File: config.mk
export PLATFORM = sky130hd
export DESIGN_NAME = zigzag_encryption
export DESIGN_NICKNAME = d
export VERILOG_FILES = /design/src/rtl/zigzag_encryption.sv
export SDC_FILE = /design/constraint.sdc
export NUM_CORES = 1
export LEC_CHECK = 0
export ABC_AREA = 1
export CORE_UTILIZATION = 55
export CTS_BUF_LIST = sky130_fd_sc_hd__clkbuf_2 sky130_fd_sc_hd__clkbuf_4 sky130_fd_sc_hd__clkbuf_8
export DETAILED_ROUTE_END_ITERATION = 16
export HOLD_SLACK_MARGIN = 0.08
export PLACE_DENSITY = 0.74
export SETUP_SLACK_MARGIN = 0.1
export SLEW_MARGIN = 5
export SYNTH_ARGS = -nofsm -noshare
export SYNTH_HDL_FRONTEND = slang
export SYNTH_SLANG_ARGS = --single-unit
File: constraint.sdc
create_clock -name clk -period 4.1 [get_ports clk]
set_input_delay 1.025 -clock clk [delete_from_list [all_inputs] [get_ports clk]]
set_output_delay 1.025 -clock clk [all_outputs]
set_load 0.005 [all_outputs]
File: src/rtl/zigzag_encryption.sv
// Rail-fence (zigzag) encryptor: buffers plaintext until the start token, then emits ciphertext in rail order.
// Optional sticky overflow flag output ovf_o is enabled by defining ZIGZAG_ENC_OVF_EN.
module zigzag_encryption #(
  parameter int                 D_WIDTH                = 8,
  parameter int                 KEY_WIDTH              = 8,
  parameter int                 MAX_NOF_CHARS          = 50,
  parameter logic [D_WIDTH-1:0] START_ENCRYPTION_TOKEN = 8'hFA
) (
  input  logic                 clk,
  input  logic                 rst,
  input  logic [D_WIDTH-1:0]   data_i,
  input  logic                 valid_i,
  input  logic [KEY_WIDTH-1:0] key,
  output logic                 busy,
  output logic [D_WIDTH-1:0]   data_o,
  output logic                 valid_o
`ifdef ZIGZAG_ENC_OVF_EN
  ,
  output logic                 ovf_o
`endif
);

  localparam int CW = $clog2(MAX_NOF_CHARS + 1);
  localparam int AW = (MAX_NOF_CHARS > 1) ? $clog2(MAX_NOF_CHARS) : 1;
  localparam int PW = (KEY_WIDTH + 2 > 10) ? KEY_WIDTH + 2 : 10;

  typedef enum logic {COLLECT, EMIT} state_e;

  state_e              state_q, state_d;
  logic [CW-1:0]       count_q, count_d;
  logic [CW-1:0]       emitted_q, emitted_d;
  logic [PW-1:0]       key_q, key_d;
  logic [PW-1:0]       rail_q, rail_d;
  logic [PW-1:0]       pos_q, pos_d;
  logic                phase_q, phase_d;
  logic                wr_en;
  logic [D_WIDTH-1:0]  mem_q [MAX_NOF_CHARS];

  logic [PW-1:0]       period;
  logic [PW-1:0]       two_r;
  logic [PW-1:0]       step;
  logic [PW-1:0]       npos;

`ifdef ZIGZAG_ENC_OVF_EN
  logic                ovf_q, ovf_d;
  assign ovf_o = ovf_q;
`endif

  assign period = {key_q[PW-2:0], 1'b0} - PW'(2);
  assign two_r  = {rail_q[PW-2:0], 1'b0};

  always_comb begin
    state_d   = state_q;
    count_d   = count_q;
    emitted_d = emitted_q;
    key_d     = key_q;
    rail_d    = rail_q;
    pos_d     = pos_q;
    phase_d   = phase_q;
    wr_en     = 1'b0;
    step      = '0;
    npos      = '0;
`ifdef ZIGZAG_ENC_OVF_EN
    ovf_d     = ovf_q;
`endif
    case (state_q)
      COLLECT: begin
        if (valid_i) begin
          if (data_i == START_ENCRYPTION_TOKEN) begin
            if (count_q != '0) begin
              state_d   = EMIT;
              key_d     = (key == '0) ? PW'(1) : PW'(key);
              rail_d    = '0;
              pos_d     = '0;
              phase_d   = 1'b0;
              emitted_d = '0;
            end
          end else if (count_q < CW'(MAX_NOF_CHARS)) begin
            wr_en   = 1'b1;
            count_d = count_q + CW'(1);
          end else begin
`ifdef ZIGZAG_ENC_OVF_EN
            ovf_d = 1'b1;
`endif
          end
        end
      end
      EMIT: begin
        // A single rail has period 0; stepping by 1 yields the identity order.
        if (period == '0)
          step = PW'(1);
        else if (rail_q == '0 || rail_q == key_q - PW'(1))
          step = period;
        else if (phase_q)
          step = two_r;
        else
          step = period - two_r;
        npos      = pos_q + step;
        emitted_d = emitted_q + CW'(1);
        if (emitted_q == count_q - CW'(1)) begin
          state_d = COLLECT;
          count_d = '0;
`ifdef ZIGZAG_ENC_OVF_EN
          ovf_d   = 1'b0;
`endif
        end else if (npos >= PW'(count_q)) begin
          rail_d  = rail_q + PW'(1);
          pos_d   = rail_q + PW'(1);
          phase_d = 1'b0;
        end else begin
          pos_d   = npos;
          phase_d = ~phase_q;
        end
      end
      default: state_d = COLLECT;
    endcase
  end

  always_ff @(posedge clk or posedge rst) begin
    if (rst) begin
      state_q   <= COLLECT;
      count_q   <= '0;
      emitted_q <= '0;
      key_q     <= PW'(1);
      rail_q    <= '0;
      pos_q     <= '0;
      phase_q   <= 1'b0;
`ifdef ZIGZAG_ENC_OVF_EN
      ovf_q     <= 1'b0;
`endif
    end else begin
      state_q   <= state_d;
      count_q   <= count_d;
      emitted_q <= emitted_d;
      key_q     <= key_d;
      rail_q    <= rail_d;
      pos_q     <= pos_d;
      phase_q   <= phase_d;
`ifdef ZIGZAG_ENC_OVF_EN
      ovf_q     <= ovf_d;
`endif
    end
  end

  always_ff @(posedge clk) begin
    if (wr_en) mem_q[count_q[AW-1:0]] <= data_i;
  end

  // Outputs decode straight from state so an async reset clears them at once.
  assign busy    = (state_q == EMIT);
  assign valid_o = busy;
  assign data_o  = busy ? mem_q[pos_q[AW-1:0]] : '0;

endmodule

==> results of run 1 <==
==> per-layer routing <==
| layer | up-vias | global-route usage [%] | wire (µm) |
|---|---|---|---|
| met5 | - | 0 | 0 |
| met4 | 0 | 12.49 | 2076 |
| met3 | 190 | 5.042 | 5495 |
| met2 | 912 | 46.41 | 24670 |
| met1 | 7043 | 40.15 | 20490 |
| li1 | 6522 | - | - |
==> metrics by stage <==
step / hold WS, ns / area, µm² / total power, µW
detailed placement: 0.4967 / 20840 / 9271
CTS: 0.5145 / 22970 / 13690
global placement: 0.4891 / 20840 / 9179
floorplan: 0.4563 / 19520 / 7802
global route: 0.5249 / 23230 / 14640
finish: 0.5155 / 23230 / 14070
==> sequential cells by signal (all words and copies together), names as in the netlist <==
register,cells
key_q,8
emitted_q,6
phase_q,1
busy,1
mem_q,400
rail_q,10
pos_q,10
count_q,6
==> layout make-up <==
| type | instances | area, µm² | area share [%] |
|---|---|---|---|
| clock buffers | 95 | 1182 | 5.090 |
| clock inverters | 31 | 241.5 | 1.039 |
| inverters | 81 | 324.1 | 1.395 |
| multi-input cells | 1084 | 6098 | 26.25 |
| flip-flops and latches | 442 | 13070 | 56.26 |
| well taps | 455 | 569.3 | 2.451 |
| repair buffers | 178 | 1734 | 7.465 |
| repair inverters | 1 | 11.26 | 0.04847 |
==> kinds of logic after synthesis <==
family / count (synthesis) / synth area share, %
fa+ha+maj: 33 / 2.196
buf+inv: 177 / 3.557
simple gates: 592 / 13.25
xor+xnor: 25 / 1.124
compound gates: 432 / 12.82
flops: 442 / 67.05
==> repair_timing <==
item                                    in CTS  in global routing
cloned                                      10                  2
buffers inserted                            32                  8
pin swaps                                   26                 39
endpoints found under the setup margin      29                 29
endpoints found under the hold margin        0                  0
gates resized for setup                     59                 61
==> layout by cell type, fill, tap and decap left out, types with 20 or more instances in the layout <==
cell      count
inv_1        67
nand3_1      69
edfxtp_1    400
nand2_1     140
a21oi_1      25
nor2_1      295
dfrtp_1      38
buf_4       120
clkbuf_4     20
ha_1         25
o21ai_0     243
clkbuf_8     75
o22ai_1      51
o221ai_1     43
o211ai_1     20
==> power groups by stage <==
stage          sequential (µW)  clock, µW  combinational [µW]
2_1_floorplan             5250          0                2550
3_3_place_gp              5340          0                3830
3_5_place_dp              5350          0                3920
4_1_cts                   5260       3840                4580
5_1_grt                   5290       4040                5300
6_report                  5280       3830                4960
==> worst min-delay path by stage <==
| stage | to | depth (start not counted) |
|---|---|---|
| detailed placement | pos_q[7] | 2 |
| CTS | pos_q[7] | 2 |
| global placement | pos_q[7] | 2 |
| finish | pos_q[7] | 2 |
| floorplan | pos_q[6] | 2 |
| global route | pos_q[7] | 2 |
==> worst max-delay path, delay by kind of cell, from the launching register on <==
kind / cells / cell delay (ns)
and+or+nand+nor: 15 / 1.06
buffers and inverters: 13 / 1.41
adders and majority gates: 3 / 0.76
AOI/OAI and AO/OA: 2 / 0.34
xor gates and xnor gates: 1 / 0.23
DFF: 1 / 0.56
==> flow_summary.ini, run 1 <==
[run_status]
outcome = complete, but fails checks
violations = negative setup slack

[logic_synthesis]
synth-warning-count = 0
syn_area_um2 = 19480
synth_edf_count = 400
avgSynthCellArea_um2 = 11.45
ys_types = 47
netlist_instances = 1701
synth_seq_area_share_pct = 67.05
syn_nets = 1753
synthArstFlopShare_pct = 9.502
synth-seq-cells = 442
synth_top_area_share_pct = 61.65
synth_commonest_cells = edfxtp_1 (400), nor2_1 (297), o21ai_0 (253), nand2_1 (155), clkbuf_1 (79)
ys_top_cells_by_area = edfxtp_1 (62%), o21ai_0 (6.5%), nor2_1 (5.7%), dfrtp_1 (5.3%), nand2_1 (3.0%)
ys.flop_type = edfxtp_1
yosysTopAreaCell = edfxtp_1
yosysMostFrequentCell = edfxtp_1

[cells_and_area]
layout-drive-gt1-share_pct = 20.35
layout.cells.non_filler = 2367
num_antenna_cells = 0
nets = 1911
utilization_pct = 66.92
area_growth_syn_to_layout_pct = 19.23
fillers = 2463

[grt]
grt_max_degree = 60
track_usage_pct = 29.27
grt_pass1_vias = 13990
overflow = 0
antenna_found_initial = 1
grt_pass1_wl_mm = 79.27

[critical_path]
endpoint_kind = flop
ff2ff_path_depth = 34
reg2reg_from = key_q[0]
rrSetupSlack_ns = -0.40
worst_path_largest_cell_delay_ns = 0.56
slowest_stage = dfstp_2
critPathLaunch = key_q[0]
cp_max_fo = 3
worst-setup-path-type = flop to flop
cp-endpoint = pos_q[3]
start_kind = flop
rr_endpoint = pos_q[3]
cp.required_ns = 4.59
arrival_ns = 4.99
cpMostUsedCell = buf_4

[pwr]
power_density_nw_per_um2 = 605.7
p_switching_uw = 4999
peakVddDrop_v = 0.0003383
p_leak_uw = 0.008334
combPwrFrac_pct = 35.3
internal_power_uw = 9073
power_frac_seq_pct = 37.5
swShare_pct = 35.52
clockPowerShare_pct = 27.2

[drt]
via_per_inst = 6.196
route.detailed.wl_per_inst_um = 22.28
dr.pass1.iters = 6
detail-route-antenna-nets = 0
drt_iter0_drc = 2042
wl_mm = 52.73
drc = 0
vias = 14670

[clock_tree]
cts_buffers = 71
clk_pin_slew_ns = 0.06
cts_hold_buf = 0
root_buffer = clkbuf_8
clk_latency_ns = 0.61
cts_buffer_depth = 3
clock-sinks = 442
tritoncts = done
cts_max_level = 3

[sta]
finalSetupTns_ns = -7.442
final.period_utilization_pct = 109.7
finalHoldViolations = 0
worst_slack_ns = -0.3986
rsz0062_at_grt = yes
worst_pin_slew_ns = 0.8996
period_needed_ns = 4.499
setup_violations = 24
relSlewSlack_pct = 39.80
max_freq_ghz = 0.2223
maxSlewViolCount = 0
skew_ns = 0.01972

[job]
max_cap_violations = 0

[die]
die_area_um2 = 36180
pin_count = 29
die_w_um = 190.2
core_um2 = 34710
die_h_um = 190.2
num_rows = 68
initial_core_util_pct = 56.13

[placed_design]
hpwl_mm = 30.56
gp_congestion = 0.9298
dp_cells = 2189
pre_cts_slack_ns = -0.3774
portBuffers = 28

[worst_hold_path]
hp-class = flop to flop
hp-start = pos_q[7]
Power figures use the tool's default switching activity.
==> run 2, diff against run 1 <==
--- a/config.mk
+++ b/config.mk
@@ -8,6 +8,7 @@
 export ABC_AREA = 1
 export CORE_UTILIZATION = 55
 export CTS_BUF_LIST = sky130_fd_sc_hd__clkbuf_2 sky130_fd_sc_hd__clkbuf_4 sky130_fd_sc_hd__clkbuf_8
+export CTS_CLUSTER_SIZE = 28
 export DETAILED_ROUTE_END_ITERATION = 16
 export HOLD_SLACK_MARGIN = 0.08
 export PLACE_DENSITY = 0.74
==> results of run 2 <==
Same layout as run 1: the final DEF is identical, and so are final timing and power.
==> run 3, diff against run 2 <==
--- a/config.mk
+++ b/config.mk
@@ -10,6 +10,7 @@
 export CTS_BUF_LIST = sky130_fd_sc_hd__clkbuf_2 sky130_fd_sc_hd__clkbuf_4 sky130_fd_sc_hd__clkbuf_8
 export CTS_CLUSTER_SIZE = 28
 export DETAILED_ROUTE_END_ITERATION = 16
+export GPL_ROUTABILITY_DRIVEN = 0
 export HOLD_SLACK_MARGIN = 0.08
 export PLACE_DENSITY = 0.74
 export SETUP_SLACK_MARGIN = 0.1
==> run 3 against run 2 <==
The flow still finishes with violations (negative setup slack). Clock power shrank 6.0%. Cell area is 0.88% lower. Wire length fell by 0.36%. Power down 2.4%. Critical path depth down 2.
==> flow_summary.ini, run 3 (synthesis results as in run 1) <==
[die]
num_rows = 68
die_h_um = 190.2
pin_count = 29
core_um2 = 34710
initial_core_util_pct = 56.13
die_area_um2 = 36180
die_w_um = 190.2

[drt]
wl_mm = 52.54
vias = 14590
detail-route-antenna-nets = 0
drc = 0
route.detailed.wl_per_inst_um = 22.40
via_per_inst = 6.221
dr.pass1.iters = 6
drt_iter0_drc = 1722

[clock_tree]
cts_buffer_depth = 3
clk_pin_slew_ns = 0.06
cts_hold_buf = 0
cts_max_level = 3
cts_buffers = 68
tritoncts = done
clock-sinks = 442
clk_latency_ns = 0.60
root_buffer = clkbuf_8

[worst_hold_path]
hp-class = flop to flop
hp-start = pos_q[7]

[critical_path]
slowest_stage = dfstp_2
cpMostUsedCell = nand2_4
crit_buf_inv = 4
cp.required_ns = 4.63
critPathLaunch = key_q[0]
worst-setup-path-type = flop to flop
crit_family = simple AND/OR/NAND/NOR gates
cp_max_fo = 6
endpoint_kind = flop
reg2reg_from = key_q[0]
arrival_ns = 5.01
start_kind = flop
worst_path_largest_cell_delay_ns = 0.55

[sta]
rsz0062_at_grt = yes
setup_violations = 26
max_freq_ghz = 0.2228
finalHoldViolations = 0
worst_slack_ns = -0.3889
whs_ns = 0.5213
relSlewSlack_pct = 41.04
period_needed_ns = 4.489
final.period_utilization_pct = 109.5
worst_pin_slew_ns = 0.8811
skew_ns = 0.03223
maxSlewViolCount = 0

[cells_and_area]
final_common_cell = edfxtp_1
layout-drive-gt1-share_pct = 18.93
num_antenna_cells = 0
largest_reg_flops = 400
final_cell_mix = edfxtp_1 (400), nor2_1 (296), o21ai_0 (239), nand2_1 (143), buf_4 (99)
layout.cells.non_filler = 2346
final_area_um2 = 23030
area_growth_syn_to_layout_pct = 18.17
fillers = 2442
nets = 1890

[pwr]
power_density_nw_per_um2 = 596.3
p_leak_uw = 0.008216
total_power_uw = 13730
peakVddDrop_v = 0.0003858

[grt]
grt_max_degree = 59
grt_pass1_wl_mm = 78.89
overflow = 0
grt_pass1_vias = 13840
antenna_found_initial = 0
track_usage_pct = 29.05

[placed_design]
portBuffers = 28
dp_cells = 2183
pre_cts_slack_ns = -0.3519
hpwl_mm = 30.67
post_dp_cell_area_um2 = 20810

[run_status]
outcome = complete, but fails checks
violations = negative setup slack

[job]
max_cap_violations = 0
==> run 3: cell types whose count changed in the layout (fill, tap and decap cells not counted), moves of 3 or more <==
| cell | change |
|---|---|
| buf_16 | -6 |
| buf_4 | -21 |
| buf_6 | +4 |
| o21ai_0 | -4 |
| a21oi_2 | -8 |
| clkbuf_2 | -3 |
| clkinv_1 | +4 |
| o22ai_2 | +5 |
| nand2_2 | -5 |
| o22ai_1 | -6 |
| clkbuf_8 | -4 |
| nand2_1 | +3 |
| a21oi_1 | +7 |
==> run 3: worst paths after layout <==
kind | to | slack [ns] | cells past startpoint
max | rail_q[6] | -0.39 | 32
min | pos_q[7] | 0.52 | 2
max reg2reg | rail_q[6] | -0.39 | 32
min reg2reg | pos_q[7] | 0.52 | 2
max in group asynchronous | pos_q[2] | 2.56 | 3
min in group asynchronous | key_q[7] | 0.81 | 2
==> run 3: repair_timing <==
item	4_1_cts	5_1_grt
endpoints found under the setup margin	29	29
pin swaps	16	45
setup buffers	16	15
endpoints found under the hold margin	0	0
cloned	7	2
gates resized for setup	50	74
==> run 3: area by class of cell <==
| cell class | instances | area, µm² | area share, % |
|---|---|---|---|
| clock inverters | 31 | 195.2 | 0.8477 |
| multi-input cells | 1084 | 6155 | 26.73 |
| repair inverters | 1 | 8.758 | 0.03804 |
| flip-flops and latches | 442 | 13070 | 56.76 |
| clock buffers | 92 | 1135 | 4.929 |
| repair buffers | 160 | 1567 | 6.803 |
| well taps | 455 | 569.3 | 2.472 |
| inverters | 81 | 326.6 | 1.418 |
==> run 3: tightest hold or removal path, delay by kind of cell (launching register included) <==
kind / cells / cell delay (ns)
and+or+nand+nor: 2 / 0.12
DFF: 1 / 0.36
==> run 3: where the power goes <==
part,leakage (µW),internal [µW],switching (µW)
registers,0.00411,5080,194
logic,0.00340,1820,3040
clock network,0.000706,1880,1720
==> run 3: per-stage QoR <==
stage	setup TNS [ns]	util, %
detailed placement	-6.711	59.93
global route	-13.56	66.33
finish	-8.653	66.33
floorplan	-1.101	-
CTS	-6.389	65.02
global placement	-3.927	59.93
==> run 3: routing by layer <==
layer  GRT usage (%)  share of wire, %  up-vias
met1           40.37                38     6966
met4           14.68               4.5        0
met3           4.914                11      174
met2           44.48                46      952
met5               0                 0        -
li1                -                 -     6502
